**src/rtl/fpu_result_buffer_if.sv**
```systemverilog
// Handshake bundle between the FP add stage, the result buffer and its consumer.
// The buffer uses the slave modport; the producer/consumer environment uses master.
interface fpu_result_buffer_if;
  logic        in_valid;
  logic        in_ready;
  logic [31:0] in_result;
  logic        in_overflow;
  logic        in_error;
  logic        out_valid;
  logic        out_ready;
  logic [31:0] out_result;
  logic        out_overflow;
  logic        out_error;
  logic        out_is_zero;
  logic        out_is_inf;
  logic        out_is_nan;

  modport master (
    output in_valid, in_result, in_overflow, in_error, out_ready,
    input  in_ready, out_valid, out_result, out_overflow, out_error,
           out_is_zero, out_is_inf, out_is_nan
  );

  modport slave (
    input  in_valid, in_result, in_overflow, in_error, out_ready,
    output in_ready, out_valid, out_result, out_overflow, out_error,
           out_is_zero, out_is_inf, out_is_nan
  );
endinterface

```
**src/rtl/fpu_result_buffer.sv**
```systemverilog
// Show-ahead result FIFO behind the FP adder: classifies words on write and keeps
// sticky overflow/error status plus a saturating error-event counter.
module fpu_result_buffer #(
  parameter int unsigned DEPTH = 4,
  parameter int unsigned CNT_W = 8
) (
  input  logic                     clk,
  input  logic                     rst_n,
  fpu_result_buffer_if.slave       bus,
  output logic [$clog2(DEPTH):0]   count,
  output logic                     sticky_overflow,
  output logic                     sticky_error,
  output logic [CNT_W-1:0]         err_count,
  input  logic                     sticky_clear
);
  localparam int unsigned PTR_W = $clog2(DEPTH);
  localparam logic [PTR_W:0] FULL_CNT = (PTR_W+1)'(DEPTH);

  logic [31:0]      word_q [DEPTH];
  logic             ovf_q  [DEPTH];
  logic             err_q  [DEPTH];
  logic [2:0]       cls_q  [DEPTH];  // {nan, inf, zero}
  logic [PTR_W-1:0] wr_ptr;
  logic [PTR_W-1:0] rd_ptr;
  logic             full;
  logic             empty;
  logic             push;
  logic             pop;
  logic [7:0]       in_exp;
  logic [22:0]      in_frac;
  logic [2:0]       in_cls;

  assign full   = (count == FULL_CNT);
  assign empty  = (count == '0);
  assign push   = bus.in_valid & ~full;
  assign pop    = bus.out_ready & ~empty;

  assign in_exp  = bus.in_result[30:23];
  assign in_frac = bus.in_result[22:0];
  assign in_cls  = {(in_exp == 8'hFF) && (in_frac != '0),
                    (in_exp == 8'hFF) && (in_frac == '0),
                    (in_exp == 8'h00) && (in_frac == '0)};

  // Storage needs no reset: every observable read is masked by empty.
  always_ff @(posedge clk) begin
    if (rst_n && push) begin
      word_q[wr_ptr] <= bus.in_result;
      ovf_q[wr_ptr]  <= bus.in_overflow;
      err_q[wr_ptr]  <= bus.in_error;
      cls_q[wr_ptr]  <= in_cls;
    end
  end

  always_ff @(posedge clk) begin
    if (!rst_n) begin
      wr_ptr          <= '0;
      rd_ptr          <= '0;
      count           <= '0;
      sticky_overflow <= 1'b0;
      sticky_error    <= 1'b0;
      err_count       <= '0;
    end else begin
      if (push) wr_ptr <= wr_ptr + PTR_W'(1);
      if (pop)  rd_ptr <= rd_ptr + PTR_W'(1);
      case ({push, pop})
        2'b10:   count <= count + (PTR_W+1)'(1);
        2'b01:   count <= count - (PTR_W+1)'(1);
        default: count <= count;
      endcase

      // A flagged push in the same cycle as a clear wins over the clear.
      if (push && bus.in_overflow) sticky_overflow <= 1'b1;
      else if (sticky_clear)       sticky_overflow <= 1'b0;

      if (push && bus.in_error)    sticky_error <= 1'b1;
      else if (sticky_clear)       sticky_error <= 1'b0;

      if (push && bus.in_error) begin
        if (sticky_clear)            err_count <= CNT_W'(1);
        else if (err_count != '1)    err_count <= err_count + CNT_W'(1);
      end else if (sticky_clear) begin
        err_count <= '0;
      end
    end
  end

  always_comb begin
    bus.in_ready     = ~full;
    bus.out_valid    = ~empty;
    bus.out_result   = '0;
    bus.out_overflow = 1'b0;
    bus.out_error    = 1'b0;
    bus.out_is_zero  = 1'b0;
    bus.out_is_inf   = 1'b0;
    bus.out_is_nan   = 1'b0;
    if (!empty) begin
      bus.out_result   = word_q[rd_ptr];
      bus.out_overflow = ovf_q[rd_ptr];
      bus.out_error    = err_q[rd_ptr];
      bus.out_is_zero  = cls_q[rd_ptr][0];
      bus.out_is_inf   = cls_q[rd_ptr][1];
      bus.out_is_nan   = cls_q[rd_ptr][2];
    end
  end
endmodule
```
**src/flat_wrapper.sv**
```systemverilog
// flat-port wrapper written by rule: the top's interface ports become plain ports
module fpu_result_buffer_flat 
#(
  parameter int unsigned DEPTH = 4,
  parameter int unsigned CNT_W = 8
)
  (clk, rst_n, count, sticky_overflow, sticky_error, err_count, sticky_clear, bus_in_valid, bus_in_result, bus_in_overflow, bus_in_error, bus_out_ready, bus_in_ready, bus_out_valid, bus_out_result, bus_out_overflow, bus_out_error, bus_out_is_zero, bus_out_is_inf, bus_out_is_nan);
  fpu_result_buffer_if bus_i ();
  input  logic clk;
  input  logic rst_n;
  output logic [$clog2(DEPTH):0] count;
  output logic sticky_overflow;
  output logic sticky_error;
  output logic [CNT_W-1:0] err_count;
  input  logic sticky_clear;
  input wire logic [$bits(bus_i.in_valid)-1:0] bus_in_valid;
  input wire logic [$bits(bus_i.in_result)-1:0] bus_in_result;
  input wire logic [$bits(bus_i.in_overflow)-1:0] bus_in_overflow;
  input wire logic [$bits(bus_i.in_error)-1:0] bus_in_error;
  input wire logic [$bits(bus_i.out_ready)-1:0] bus_out_ready;
  output wire logic [$bits(bus_i.in_ready)-1:0] bus_in_ready;
  output wire logic [$bits(bus_i.out_valid)-1:0] bus_out_valid;
  output wire logic [$bits(bus_i.out_result)-1:0] bus_out_result;
  output wire logic [$bits(bus_i.out_overflow)-1:0] bus_out_overflow;
  output wire logic [$bits(bus_i.out_error)-1:0] bus_out_error;
  output wire logic [$bits(bus_i.out_is_zero)-1:0] bus_out_is_zero;
  output wire logic [$bits(bus_i.out_is_inf)-1:0] bus_out_is_inf;
  output wire logic [$bits(bus_i.out_is_nan)-1:0] bus_out_is_nan;
  assign bus_i.in_valid = bus_in_valid;
  assign bus_i.in_result = bus_in_result;
  assign bus_i.in_overflow = bus_in_overflow;
  assign bus_i.in_error = bus_in_error;
  assign bus_i.out_ready = bus_out_ready;
  assign bus_in_ready = bus_i.in_ready;
  assign bus_out_valid = bus_i.out_valid;
  assign bus_out_result = bus_i.out_result;
  assign bus_out_overflow = bus_i.out_overflow;
  assign bus_out_error = bus_i.out_error;
  assign bus_out_is_zero = bus_i.out_is_zero;
  assign bus_out_is_inf = bus_i.out_is_inf;
  assign bus_out_is_nan = bus_i.out_is_nan;
  fpu_result_buffer #(.DEPTH(DEPTH), .CNT_W(CNT_W)) u_core (.clk(clk), .rst_n(rst_n), .bus(bus_i), .count(count), .sticky_overflow(sticky_overflow), .sticky_error(sticky_error), .err_count(err_count), .sticky_clear(sticky_clear));
endmodule
```
**config.mk**
```make
export PLATFORM = sky130hd
export DESIGN_NAME = fpu_result_buffer_flat
export DESIGN_NICKNAME = d
export VERILOG_FILES = /design/src/rtl/fpu_result_buffer_if.sv /design/src/rtl/fpu_result_buffer.sv /design/src/flat_wrapper.sv
export SDC_FILE = /design/constraint.sdc
export NUM_CORES = 1
export LEC_CHECK = 0
export ABC_AREA = 1
export ABC_CLOCK_PERIOD_IN_PS = 2700
export CORE_MARGIN = 1.5
export CORE_UTILIZATION = 50
export DETAILED_ROUTE_END_ITERATION = 16
export HOLD_SLACK_MARGIN = 0.12
export PLACE_DENSITY = 0.83
export SKIP_LAST_GASP = 1
export SLEW_MARGIN = 40
export SYNTH_ARGS = -nofsm -noshare
export SYNTH_HDL_FRONTEND = slang
export SYNTH_SLANG_ARGS = --single-unit
export TNS_END_PERCENT = 20
```
**constraint.sdc**
```tcl
create_clock -name clk -period 2.7 [get_ports clk]
set_input_delay 0.405 -clock clk [delete_from_list [all_inputs] [get_ports clk]]
set_output_delay 0.405 -clock clk [all_outputs]
set_load 0.03 [all_outputs]
```
==> summary.md, run 1 <==
| Metric | Value |
|---|---|
| Status | finished clean |
| Worst-Skew Late Latency | 0.42 ns |
| Flop2flop setup slack | 0.59 ns |
| Post-CTS Setup Bufs | 0 |
| Fillers | 1032 |
| Ys Warns | 0 |
| Library cells used by synthesis | 27 |
| I/O Pins | 91 |
| Cts bufs inserted | 17 |
| Setup crit end | bus_out_result[6] |
| Pre-antenna DRT Iters | 8 |
| RePlAce Congestion | 0.858 |
| Synth top area cells | edfxtp_1 64%, nor2_1 9.6%, dfxtp_1 5.5% |
| Pin count of the biggest net entering global routing | 47 |
| Yosys reg bits | 167 |
| Int Power | 5.40 mW |
| Final Cycle Share | 0.889 |
| Number of flops mapped to enable cells by yosys | 148 |
| Die Y | 121 um |
| RSZ-0062 raised after global routing | no |
| Slowest-stage cell, CP | inv_2 |
| Cell area after layout | 8570 sq um |
| Final WS setup | 0.299 ns |
| DP Wirelength | 9260 um |
| Antenna cell count | 0 |
| Switching share of total power | 0.349 |
| Synth area leader | edfxtp_1 |
| WS Path Type | flip-flop to output port |
| Layout cells sized above 1 | 0.134 |
| WP buf/inv | 3 |
| Leak Pwr | 3.06 nW |
| Hold Slack | 0.487 ns |
| Fin crit period | 2.40 ns |
| R2R depth | 11 |
| DRC errors left | 0 |
| Worst-path clk slew | 0.06 ns |
| Initial Util | 0.518 |
| Gate power share | 0.334 |
| Sw Pwr | 2.89 mW |
| CP Cell Sequence | inv_2 -> buf_4 -> o21ai_0 -> a21oi_1 -> buf_4 |
| Final Skew | 0.00730 ns |
| Critical path's top delay family | buffers and inverters |
| Share of the synthesized area in the top cell type | 0.643 |
| Cell area after synthesis | 6910 sq um |
| Number of max-cap violations | 0 |
| Syn Area/Cell | 11.2 sq um |
| Worst endpoint required time | 2.30 ns |
| Root Buffer | clkbuf_16 |
| Setup WS pre-CTS | 0.357 ns |
| Final Setup Violations | 0 |
| Worst hold path class | flip-flop to flip-flop |
| Clock Path Buffers | 2 |
| Die footprint | 14500 sq um |
| Gr usage total | 0.222 |
| CTS sink count | 167 |
| CP Depth | 5 |
| TritonCTS clock tree | built |
| Most frequent CP cell | buf_4 |
| Sequential share of power | 0.367 |
| Total nets after synthesis | 666 |
| Post-cts hold buffer count | 0 |
| Gr ovfl total | 0 |
| Die Wd | 121 um |
| Ys async rst share | 0 |
| Initial antenna violation count | 0 |
| Register area share after synthesis | 0.698 |
| Post-DR vias/cell | 5.41 |
| Layout Area Growth over Synthesis | 24.0% |
| Worst VDD drop | 0.512 mV |
| Wirelength, routed | 15300 um |
| Setup crit end kind | output port |
| Global-route wire length before repair | 24700 um |
| Most frequently used flop master after synthesis | edfxtp_1 |
| Maximum operating frequency | 417 MHz |
| Post-CTS sizing | 0 |
| Actual slew at the worst max-slew pin | 0.688 ns |
| H-tree depth | 4 |
| Post-route ant nets | 0 |
| P per Cell Area | 967 nW/um^2 |
| Max incr delay on CP | 0.35 ns |
| Drt first-iter violations | 429 |
| DR WL/cell | 16.9 um |
| Cell count after synthesis | 620 |
| Critical R2R Capture | u_core.count[2] |
| Rows | 42 |
| Port bufs | 90 |
| Crit start category | flip-flop |
| Cell area after placement | 7960 sq um |
| Final Max Slew Viols | 0 |
| Vias in the first global route | 5029 |
| Slew headroom | 0.541 |
| Arr. time, crit path | 2.00 ns |
| Design Power | 8.29 mW |
| Crit-path max FO | 28 |
| Via count | 4876 |
| Clock share of power | 0.299 |
| Final-report hold violation count | 0 |
| Nets | 758 |
| Worst reg2reg startpoint | u_core.count[2] |
| Core Region | 13300 sq um |
-- tightest hold or removal path, delay by kind of cell, from the launching register on --
| kind | cells | cell delay, ns |
|---|---|---|
| AND/OR/NAND/NOR | 1 | 0.06 |
| flip-flops | 1 | 0.32 |
| AO/OA/AOI/OAI | 1 | 0.06 |
-- per-layer routing --
metal,wire length (um),share of wire,track usage,vias up
met5,0,0,0,-
met4,289,0.019,0.0897,0
met3,944,0.062,0.0599,32
met2,7800,0.51,0.386,179
met1,6230,0.41,0.263,2334
li1,-,-,-,2331
-- area by class of cell --
type | instances | area (sq um) | area share
Multi-Input combinational cell | 393 | 1840 | 0.215
Timing Repair Buffer | 101 | 953 | 0.111
Tap cell | 176 | 220 | 0.0257
Clock inverter | 15 | 184 | 0.0215
Sequential cell | 167 | 4830 | 0.563
Clock buffer | 17 | 425 | 0.0496
Inverter | 32 | 120 | 0.0140
-- state kept, by name (all words and copies together) (netlist names), named ones only --
register	cells
u_core.word_q	128
u_core.rd_ptr	2
u_core.sticky_overflow	1
u_core.sticky_error	1
u_core.count	3
u_core.ovf_q	4
u_core.cls_q	12
u_core.err_q	4
u_core.wr_ptr	2
u_core.err_count	8
-- worst min-delay path by stage --
stage                            from                     end  slack [ns]  cells past startpoint
2_1_floorplan        u_core.rd_ptr[1]               flip-flop        0.44                      2
3_3_place_gp         u_core.rd_ptr[1]        u_core.rd_ptr[1]        0.45                      2
3_5_place_dp   u_core.sticky_overflow  u_core.sticky_overflow        0.47                      2
4_1_cts        u_core.sticky_overflow  u_core.sticky_overflow        0.49                      2
5_1_grt              u_core.rd_ptr[0]        u_core.rd_ptr[0]        0.52                      1
6_report          u_core.sticky_error     u_core.sticky_error        0.49                      2
-- power groups by stage --
stage	sequential [mW]	clock (mW)	combinational (mW)
after floorplan	3.13	0	1.78
after global placement	3.09	0	2.68
after detailed placement	3.10	0	2.75
after CTS	3.04	2.51	2.77
after global routing	3.06	2.61	2.98
final	3.05	2.48	2.77
-- cell usage after synthesis (5+ instances only) --
| library cell | n |
|---|---|
| a21oi_1 | 53 |
| nor2_1 | 177 |
| nand2_1 | 44 |
| dfxtp_1 | 19 |
| buf_2 | 8 |
| edfxtp_1 | 148 |
| inv_2 | 5 |
| inv_1 | 27 |
| clkbuf_1 | 8 |
| nand3_1 | 10 |
| o21ai_1 | 60 |
| buf_4 | 7 |
| ha_1 | 6 |
| o21ai_0 | 22 |
-- cell usage in the layout, fill, tap and decap left out, types with 7 or more instances in the layout --
master and n:
nand3_1 10, nor2_1 173, o21ai_0 22, nor2_4 7, inv_1 27, a21oi_1 53
clkbuf_16 17, clkdlybuf4s50_1 53, edfxtp_1 148, buf_4 43, dfxtp_1 18, o21ai_1 60
nand2_1 44
-- cells by family after synthesis --
logic type | synth area share
adders and majority gates | 0.0138
DFF | 0.698
buffers and inverters | 0.0400
and+or+nand+nor | 0.150
AOI/OAI and AO/OA | 0.0988
-- through the flow --
step	setup TNS, ns	std cells	utilization
CTS	0	901	0.642
global placement	0	869	0.597
floorplan	-39.96	620	-
finish	0	901	0.642
global route	0	901	0.642
detailed placement	0	869	0.597
No activity file was read; power rests on OpenSTA's default activity.
==> inputs of run 2 (changes only) <==
--- a/config.mk
+++ b/config.mk
@@ -7,7 +7,7 @@
 export LEC_CHECK = 0
 export ABC_AREA = 1
 export ABC_CLOCK_PERIOD_IN_PS = 2700
-export CORE_MARGIN = 1.5
+export CORE_MARGIN = 2
 export CORE_UTILIZATION = 50
 export DETAILED_ROUTE_END_ITERATION = 16
 export HOLD_SLACK_MARGIN = 0.12
==> run 2 against run 1 <==
Against the previous run: die area grew 1.7%; count of clock-buffer cells in the layout increased by 1; global-route usage is 0.87 points lower; power down 2.8%; final cell count fell by 0.33%; critical path depth grew 1; critical path type unchanged.
==> summary.md, run 2 (synthesis results as in run 1) <==
| Metric | Value |
|---|---|
| Status | finished clean |
| Crit start category | flip-flop |
| Worst-Skew Late Latency | 0.42 ns (about the same) |
| Final Max Slew Viols | 0 (unchanged) |
| Root Buffer | clkbuf_16 |
| Area occupied by multi-input gates | 1840 sq um (unchanged) |
| Pre-antenna DRT Iters | 5 (-3) |
| Post-DR vias/cell | 5.49 (+1.4%) |
| Die footprint | 14800 sq um (+1.7%) |
| Met3 WL | 1120 um (+19%) |
| Port bufs | 90 (unchanged) |
| Initial antenna violation count | 0 (unchanged) |
| Slew headroom | 0.530 (-0.0110) |
| Leak Pwr | 3.02 nW (-1.1%) |
| Number of max-cap violations | 0 (unchanged) |
| Max reg flops | 128 (unchanged) |
| Gr ovfl total | 0 (unchanged) |
| Cell area after layout | 8510 sq um (-0.73%) |
| Layout cells sized above 1 | 0.126 (-0.00775) |
| DR WL/cell | 16.8 um (-0.93%) |
| Crit-path max FO | 74 (+160%) |
| Maximum operating frequency | 432 MHz (+3.6%) |
| CP Cell Sequence | buf_12 -> nor2_1 -> nor2_1 -> o21ai_0 -> a21oi_1 -> buf_4 |
| RePlAce Congestion | 0.875 (+1.9%) |
| Worst VDD drop | 0.893 mV (+74%) |
| Pin count of the biggest net entering global routing | 75 (+60%) |
| WP buf/inv | 2 (-1) |
| Commonest non-fill, non-tap cell in the layout | nor2_1 |
| DRC errors left | 0 (unchanged) |
| Metal-1 WL | 6090 um (-2.2%) |
| I/O Pins | 91 (unchanged) |
| Final Cycle Share | 0.858 (-0.0313) |
| DP Wirelength | 9110 um (-1.6%) |
| CTS sink count | 167 (unchanged) |
| Initial Util | 0.518 (unchanged) |
| H-tree depth | 4 (unchanged) |
| Slowest-stage cell, CP | dfxtp_2 |
| Die Y | 122 um (+0.83%) |
| Critical path's top delay family | buffers and inverters |
| Final Setup Violations | 0 (unchanged) |
| Antenna cell count | 0 (unchanged) |
| Worst-path clk slew | 0.06 ns (about the same) |
| Most flops, register | u_core.word_q |
| WS Path Type | flip-flop to output port |
| Global-route wire length before repair | 24000 um (-3.0%) |
| Vias in the first global route | 4855 (-3.5%) |
| Via count | 4926 (+1.0%) |
| Final-report hold violation count | 0 (unchanged) |
| Final Skew | 0.00491 ns (-0.00239 ns) |
| Largest regs | u_core.word_q x128, u_core.cls_q x12, u_core.err_count x8 |
| Post-route ant nets | 0 (unchanged) |
| Most frequent cells in the layout | 173 x nor2_1, 148 x edfxtp_1, 60 x o21ai_1, 53 x a21oi_1, 53 x clkdlybuf4s50_1 |
| Layout Area Growth over Synthesis | 23.1% |
| Die Wd | 122 um (+0.83%) |
| Setup TNS | 0 ns (unchanged) |
| Register area | 4830 sq um (unchanged) |
| Arr. time, crit path | 1.91 ns (-0.09 ns) |
| Drt first-iter violations | 520 (+21%) |
| Fin crit period | 2.32 ns (-0.0844 ns) |
| Core Region | 13300 sq um (unchanged) |
| Most frequent CP cell | nor2_1 |
| Clock Path Buffers | 2 (unchanged) |
| Post-cts hold buffer count | 0 (unchanged) |
| Rows | 42 (unchanged) |
| P per Cell Area | 947 nW/um^2 (-2.1%) |
| Post-CTS Setup Bufs | 0 (unchanged) |
| Top Metal Used | met4 |
| Fillers | 983 (-4.7%) |
| Worst hold path class | flip-flop to flip-flop |
| Cts bufs inserted | 17 (unchanged) |
| Post-CTS sizing | 0 (unchanged) |
| Nets | 757 (-0.13%) |
| Setup crit end kind | output port |
| Cell area after placement | 7970 sq um (about the same) |
| Max incr delay on CP | 0.35 ns (about the same) |
| Met2 wire len | 7660 um (-1.8%) |
| Gr usage total | 0.214 (-0.00867) |
| Wirelength, routed | 15100 um (-1.3%) |
| RSZ-0062 raised after global routing | no |
| Actual slew at the worst max-slew pin | 0.704 ns (+0.0164 ns) |
| TritonCTS clock tree | built |
| Worst endpoint required time | 2.30 ns (about the same) |
-- run 2: cell types whose count changed in the layout (fill, tap and decap cells not counted), sizes merged --
cell	before	now
clkbuf	17	18
bufinv	4	2
buf	48	47
inv	33	32
-- run 2: cell type report --
| type | count | area share |
|---|---|---|
| sequential | 167 | 0.567 |
| multi-input combinational | 393 | 0.217 |
| clock inverter | 12 | 0.0132 |
| tap | 176 | 0.0259 |
| clock buffer | 18 | 0.0504 |
| inverter | 32 | 0.0141 |
| timing repair buffer | 100 | 0.113 |
-- run 2: stage by stage --
stage	total power [mW]	std cells	util	hold WS (ns)	setup WS (ns)
2_1_floorplan	4.90	620	-	0.436	-0.270
3_3_place_gp	5.81	868	0.597	0.451	0.421
3_5_place_dp	5.88	868	0.597	0.457	0.371
4_1_cts	8.10	898	0.638	0.468	0.372
5_1_grt	8.41	898	0.638	0.488	0.258
6_report	8.06	898	0.638	0.464	0.384
-- run 2: worst register-to-register path: cells and delay by family (launching register included) --
kind | cells | cell delay, ns
buffers and inverters | 3 | 0.19
and+or+nand+nor | 2 | 0.20
AOI/OAI and AO/OA | 4 | 0.50
adders and majority gates | 2 | 0.54
DFF | 1 | 0.45
-- run 2: path summary, 6_finish.rpt --
check / slack [ns] / startpoint / endpoint / cells past startpoint
worst max-delay path: 0.38 / flip-flop / bus_out_is_inf / 6
worst min-delay path: 0.46 / u_core.rd_ptr[1] / u_core.rd_ptr[1] / 2
worst max register to register: 0.71 / u_core.count[2] / u_core.count[2] / 11
worst min register to register: 0.46 / u_core.rd_ptr[1] / u_core.rd_ptr[1] / 2
-- run 2: power breakdown --
part / switching [mW] / total (mW) / internal (mW)
clock: 0.910 / 2.24 / 1.33
combinational: 1.87 / 2.78 / 0.911
sequential: 0.0701 / 3.04 / 2.97
total: 2.85 / 8.06 / 5.21
-- run 2: routing by layer --
metal  up-vias  track usage
met1      2359        0.263
met4         0       0.0805
met3        18       0.0609
met5         -            0
met2       231        0.361
li1       2318            -
==> inputs of run 3 (changes only) <==
--- a/config.mk
+++ b/config.mk
@@ -6,12 +6,13 @@
 export NUM_CORES = 1
 export LEC_CHECK = 0
 export ABC_AREA = 1
-export ABC_CLOCK_PERIOD_IN_PS = 2700
+export ABC_CLOCK_PERIOD_IN_PS = 2850
 export CORE_MARGIN = 2
-export CORE_UTILIZATION = 50
+export CORE_UTILIZATION = 59
+export CTS_CLUSTER_DIAMETER = 150
 export DETAILED_ROUTE_END_ITERATION = 16
 export HOLD_SLACK_MARGIN = 0.12
-export PLACE_DENSITY = 0.83
+export PLACE_DENSITY = 0.92
 export SKIP_LAST_GASP = 1
 export SLEW_MARGIN = 40
 export SYNTH_ARGS = -nofsm -noshare
==> constraint.sdc (replaced) <==
create_clock -name clk -period 2.85 [get_ports clk]
set_input_delay 0.4275 -clock clk [delete_from_list [all_inputs] [get_ports clk]]
set_output_delay 0.4275 -clock clk [all_outputs]
set_load 0.03 [all_outputs]
==> run 3 against run 2 <==
Against the previous run: sequential cell count stayed put; global-route usage grew 4.2 points; sequential share of layout area grew 0.28 points; final area down 0.49%; clock power down 7%; via count is 2.3% higher; count of clock-buffer cells in the layout shrank 1; non-clock buffer count grew 3; register-to-register slack improved by 0.10 ns; critical path depth is the same; clock skew grew 0.0019 ns; sequential power shrank 5%; largest cell class unchanged.
==> summary.md, run 3 (synthesis results as in run 1) <==
| Metric | Value |
|---|---|
| Status | finished clean |
| Most flops, register | u_core.word_q |
| RePlAce Congestion | 0.855 (-2.2%) |
| TritonCTS clock tree | built |
| WS Path Type | flip-flop to output port |
| Hold Slack | 0.471 ns (+0.00670 ns) |
| Initial Util | 0.606 (+0.0875) |
| Die footprint | 12600 sq um (-15%) |
| Fillers | 666 (-32%) |
| Fin crit period | 2.46 ns |
| Die Y | 112 um (-7.7%) |
| Post-CTS sizing | 0 (unchanged) |
| Worst endpoint required time | 2.42 ns (+0.12 ns) |
| R2R depth | 11 (unchanged) |
| Post-cts hold buffer count | 0 (unchanged) |
| Pre-antenna DRT Iters | 5 (unchanged) |
| Arr. time, crit path | 2.04 ns (+0.13 ns) |
| Vias in the first global route | 5217 (+7.5%) |
| Switching share of total power | 0.372 (+0.0185) |
| Worst hold path class | flip-flop to flip-flop |
| Gate power share | 0.347 (+0.002) |
| H-tree depth | 4 (unchanged) |
| Global-route wire length before repair | 25100 um (+4.7%) |
| Worst reg2reg startpoint | u_core.count[2] |
| I/O Pins | 91 (unchanged) |
| Gr ovfl total | 0 (unchanged) |
| Gr usage total | 0.256 (+0.0420) |
| Actual slew at the worst max-slew pin | 0.704 ns (-0.000210 ns) |
| Worst VDD drop | 0.758 mV (-15%) |
| Die Wd | 112 um (-7.7%) |
| Setup crit end kind | output port |
| Antenna cell count | 0 (unchanged) |
| Clock share of power | 0.274 (-0.004) |
| Crit start category | flip-flop |
| Worst-Skew Late Latency | 0.42 ns (about the same) |
| Sw Pwr | 2.83 mW (-0.67%) |
| Setup TNS | 0 ns (unchanged) |
| Worst-path clk slew | 0.07 ns (about the same) |
| Rows | 39 (-7.1%) |
| Nets | 760 (+0.40%) |
| Flop2flop setup slack | 0.81 ns (+0.10 ns) |
| Worst Hold Depth | 2 (unchanged) |
| Post-DR vias/cell | 5.79 (+5.6%) |
| DRC errors left | 0 (unchanged) |
| CP Cell Sequence | buf_4 -> nor2_1 -> nor2_1 -> o21ai_0 -> a21oi_1 -> buf_4 |
| WP buf/inv | 2 (unchanged) |
| Largest regs | u_core.word_q x128, u_core.cls_q x12, u_core.err_count x8 |
| Slew headroom | 0.530 (about the same) |
| Initial antenna violation count | 0 (unchanged) |
| CTS sink count | 167 (unchanged) |
| Layout Area Growth over Synthesis | 22.5% |
| P per Cell Area | 899 nW/um^2 (-5.2%) |
| Max incr delay on CP | 0.38 ns (+0.03 ns) |
| Final Skew | 0.00681 ns (+0.00190 ns) |
| Post-CTS Setup Bufs | 0 (unchanged) |
| Core Region | 11400 sq um (-14%) |
| Port bufs | 90 (unchanged) |
| Critical path's top delay family | buffers and inverters |
| Via count | 5040 (+2.3%) |
| RSZ-0062 raised after global routing | no |
| Layout cells sized above 1 | 0.139 (+0.0129) |
| Wirelength, routed | 15700 um (+4.4%) |
| Final-report hold violation count | 0 (unchanged) |
| Maximum operating frequency | 406 MHz |
| Slowest-stage cell, CP | buf_4 |
| Final Max Slew Viols | 0 (unchanged) |
| Final Setup Violations | 0 (unchanged) |
| Most frequent cells in the layout | 173 x nor2_1, 148 x edfxtp_1, 60 x o21ai_1, 53 x a21oi_1, 53 x clkdlybuf4s50_1 |
| Int Power | 4.78 mW (-8.3%) |
| Commonest non-fill, non-tap cell in the layout | nor2_1 |
| Worst hold start | u_core.rd_ptr[1] |
| Post-route ant nets | 0 (unchanged) |
| Number of max-cap violations | 0 (unchanged) |
| Pin count of the biggest net entering global routing | 55 (-27%) |
| Clock Path Buffers | 2 (unchanged) |
| Max reg flops | 128 (unchanged) |
| Final Cycle Share | 0.865 |
| Cts bufs inserted | 17 (unchanged) |
| Leak Pwr | 3.03 nW (+0.29%) |
| Drt first-iter violations | 454 (-13%) |
| Sequential share of power | 0.379 (+0.002) |
| Crit-path max FO | 38 (-49%) |
| Root Buffer | clkbuf_16 |
| DR WL/cell | 18.1 um (+7.8%) |
| Critical R2R Capture | u_core.count[2] |
| DP Wirelength | 9710 um (+6.6%) |
## run 3: cell count changes in the layout (fill, tap and decap cells not counted), sizes merged
| cell | before | now |
|---|---|---|
| buf | 47 | 50 |
| inv | 32 | 37 |
| clkinvlp | 2 | 3 |
| clkinv | 8 | 7 |
| clkbuf | 18 | 17 |
| bufinv | 2 | 0 |
## run 3: per-layer routing
layer / share of wire / vias to the layer above / track usage / wire, um
li1: - / 2335 / - / -
met1: 0.38 / 2397 / 0.300 / 6040
met2: 0.52 / 272 / 0.451 / 8150
met3: 0.076 / 36 / 0.0599 / 1200
met4: 0.022 / 0 / 0.114 / 342
met5: 0 / - / 0 / 0
## run 3: power groups by stage
stage / logic (mW) / clock network, mW / registers [mW]
CTS: 2.63 / 2.10 / 2.88
detailed placement: 2.60 / 0 / 2.93
floorplan: 1.68 / 0 / 2.96
global route: 2.80 / 2.20 / 2.89
finish: 2.64 / 2.09 / 2.88
global placement: 2.54 / 0 / 2.92
## run 3: worst min-delay path, delay by kind of cell (launching register included)
family	cells	cell delay (ns)
flip-flops	1	0.30
AO/OA/AOI/OAI	1	0.07
buffers and inverters	1	0.06
## run 3: cell type report
type                    instances  area [sq um]  share of cell area
clock buffers                  17           425              0.0502
clock inverters                15           119              0.0140
inverters                      32           120              0.0142
multi-input cells             393          1840               0.218
flip-flops and latches        167          4830               0.570
well taps                     143           179              0.0211
repair buffers                103           956               0.113
## run 3: worst max-delay path by stage
stage / end / cells past startpoint / startpoint / slack (ns)
2_1_floorplan: u_core.cls_q[0][0] / 4 / u_core.count[0] / -0.12
3_3_place_gp: u_core.word_q[2][16] / 6 / bus_in_valid / 0.49
3_5_place_dp: u_core.word_q[2][12] / 6 / bus_in_valid / 0.42
4_1_cts: bus_out_overflow / 5 / flip-flop / 0.40
5_1_grt: bus_out_is_zero / 6 / flip-flop / 0.33
6_report: bus_out_is_inf / 6 / flip-flop / 0.39
## run 3: per-stage QoR
stage / cell area [sq um] / power, mW / setup WS [ns] / utilization / cells
4_1_cts: 8470 / 7.62 / 0.398 / 0.742 / 870
2_1_floorplan: 6910 / 4.64 / -0.120 / - / 620
3_5_place_dp: 7920 / 5.54 / 0.419 / 0.694 / 838
5_1_grt: 8470 / 7.90 / 0.329 / 0.742 / 870
6_report: 8470 / 7.61 / 0.386 / 0.742 / 870
3_3_place_gp: 7920 / 5.46 / 0.492 / 0.694 / 838
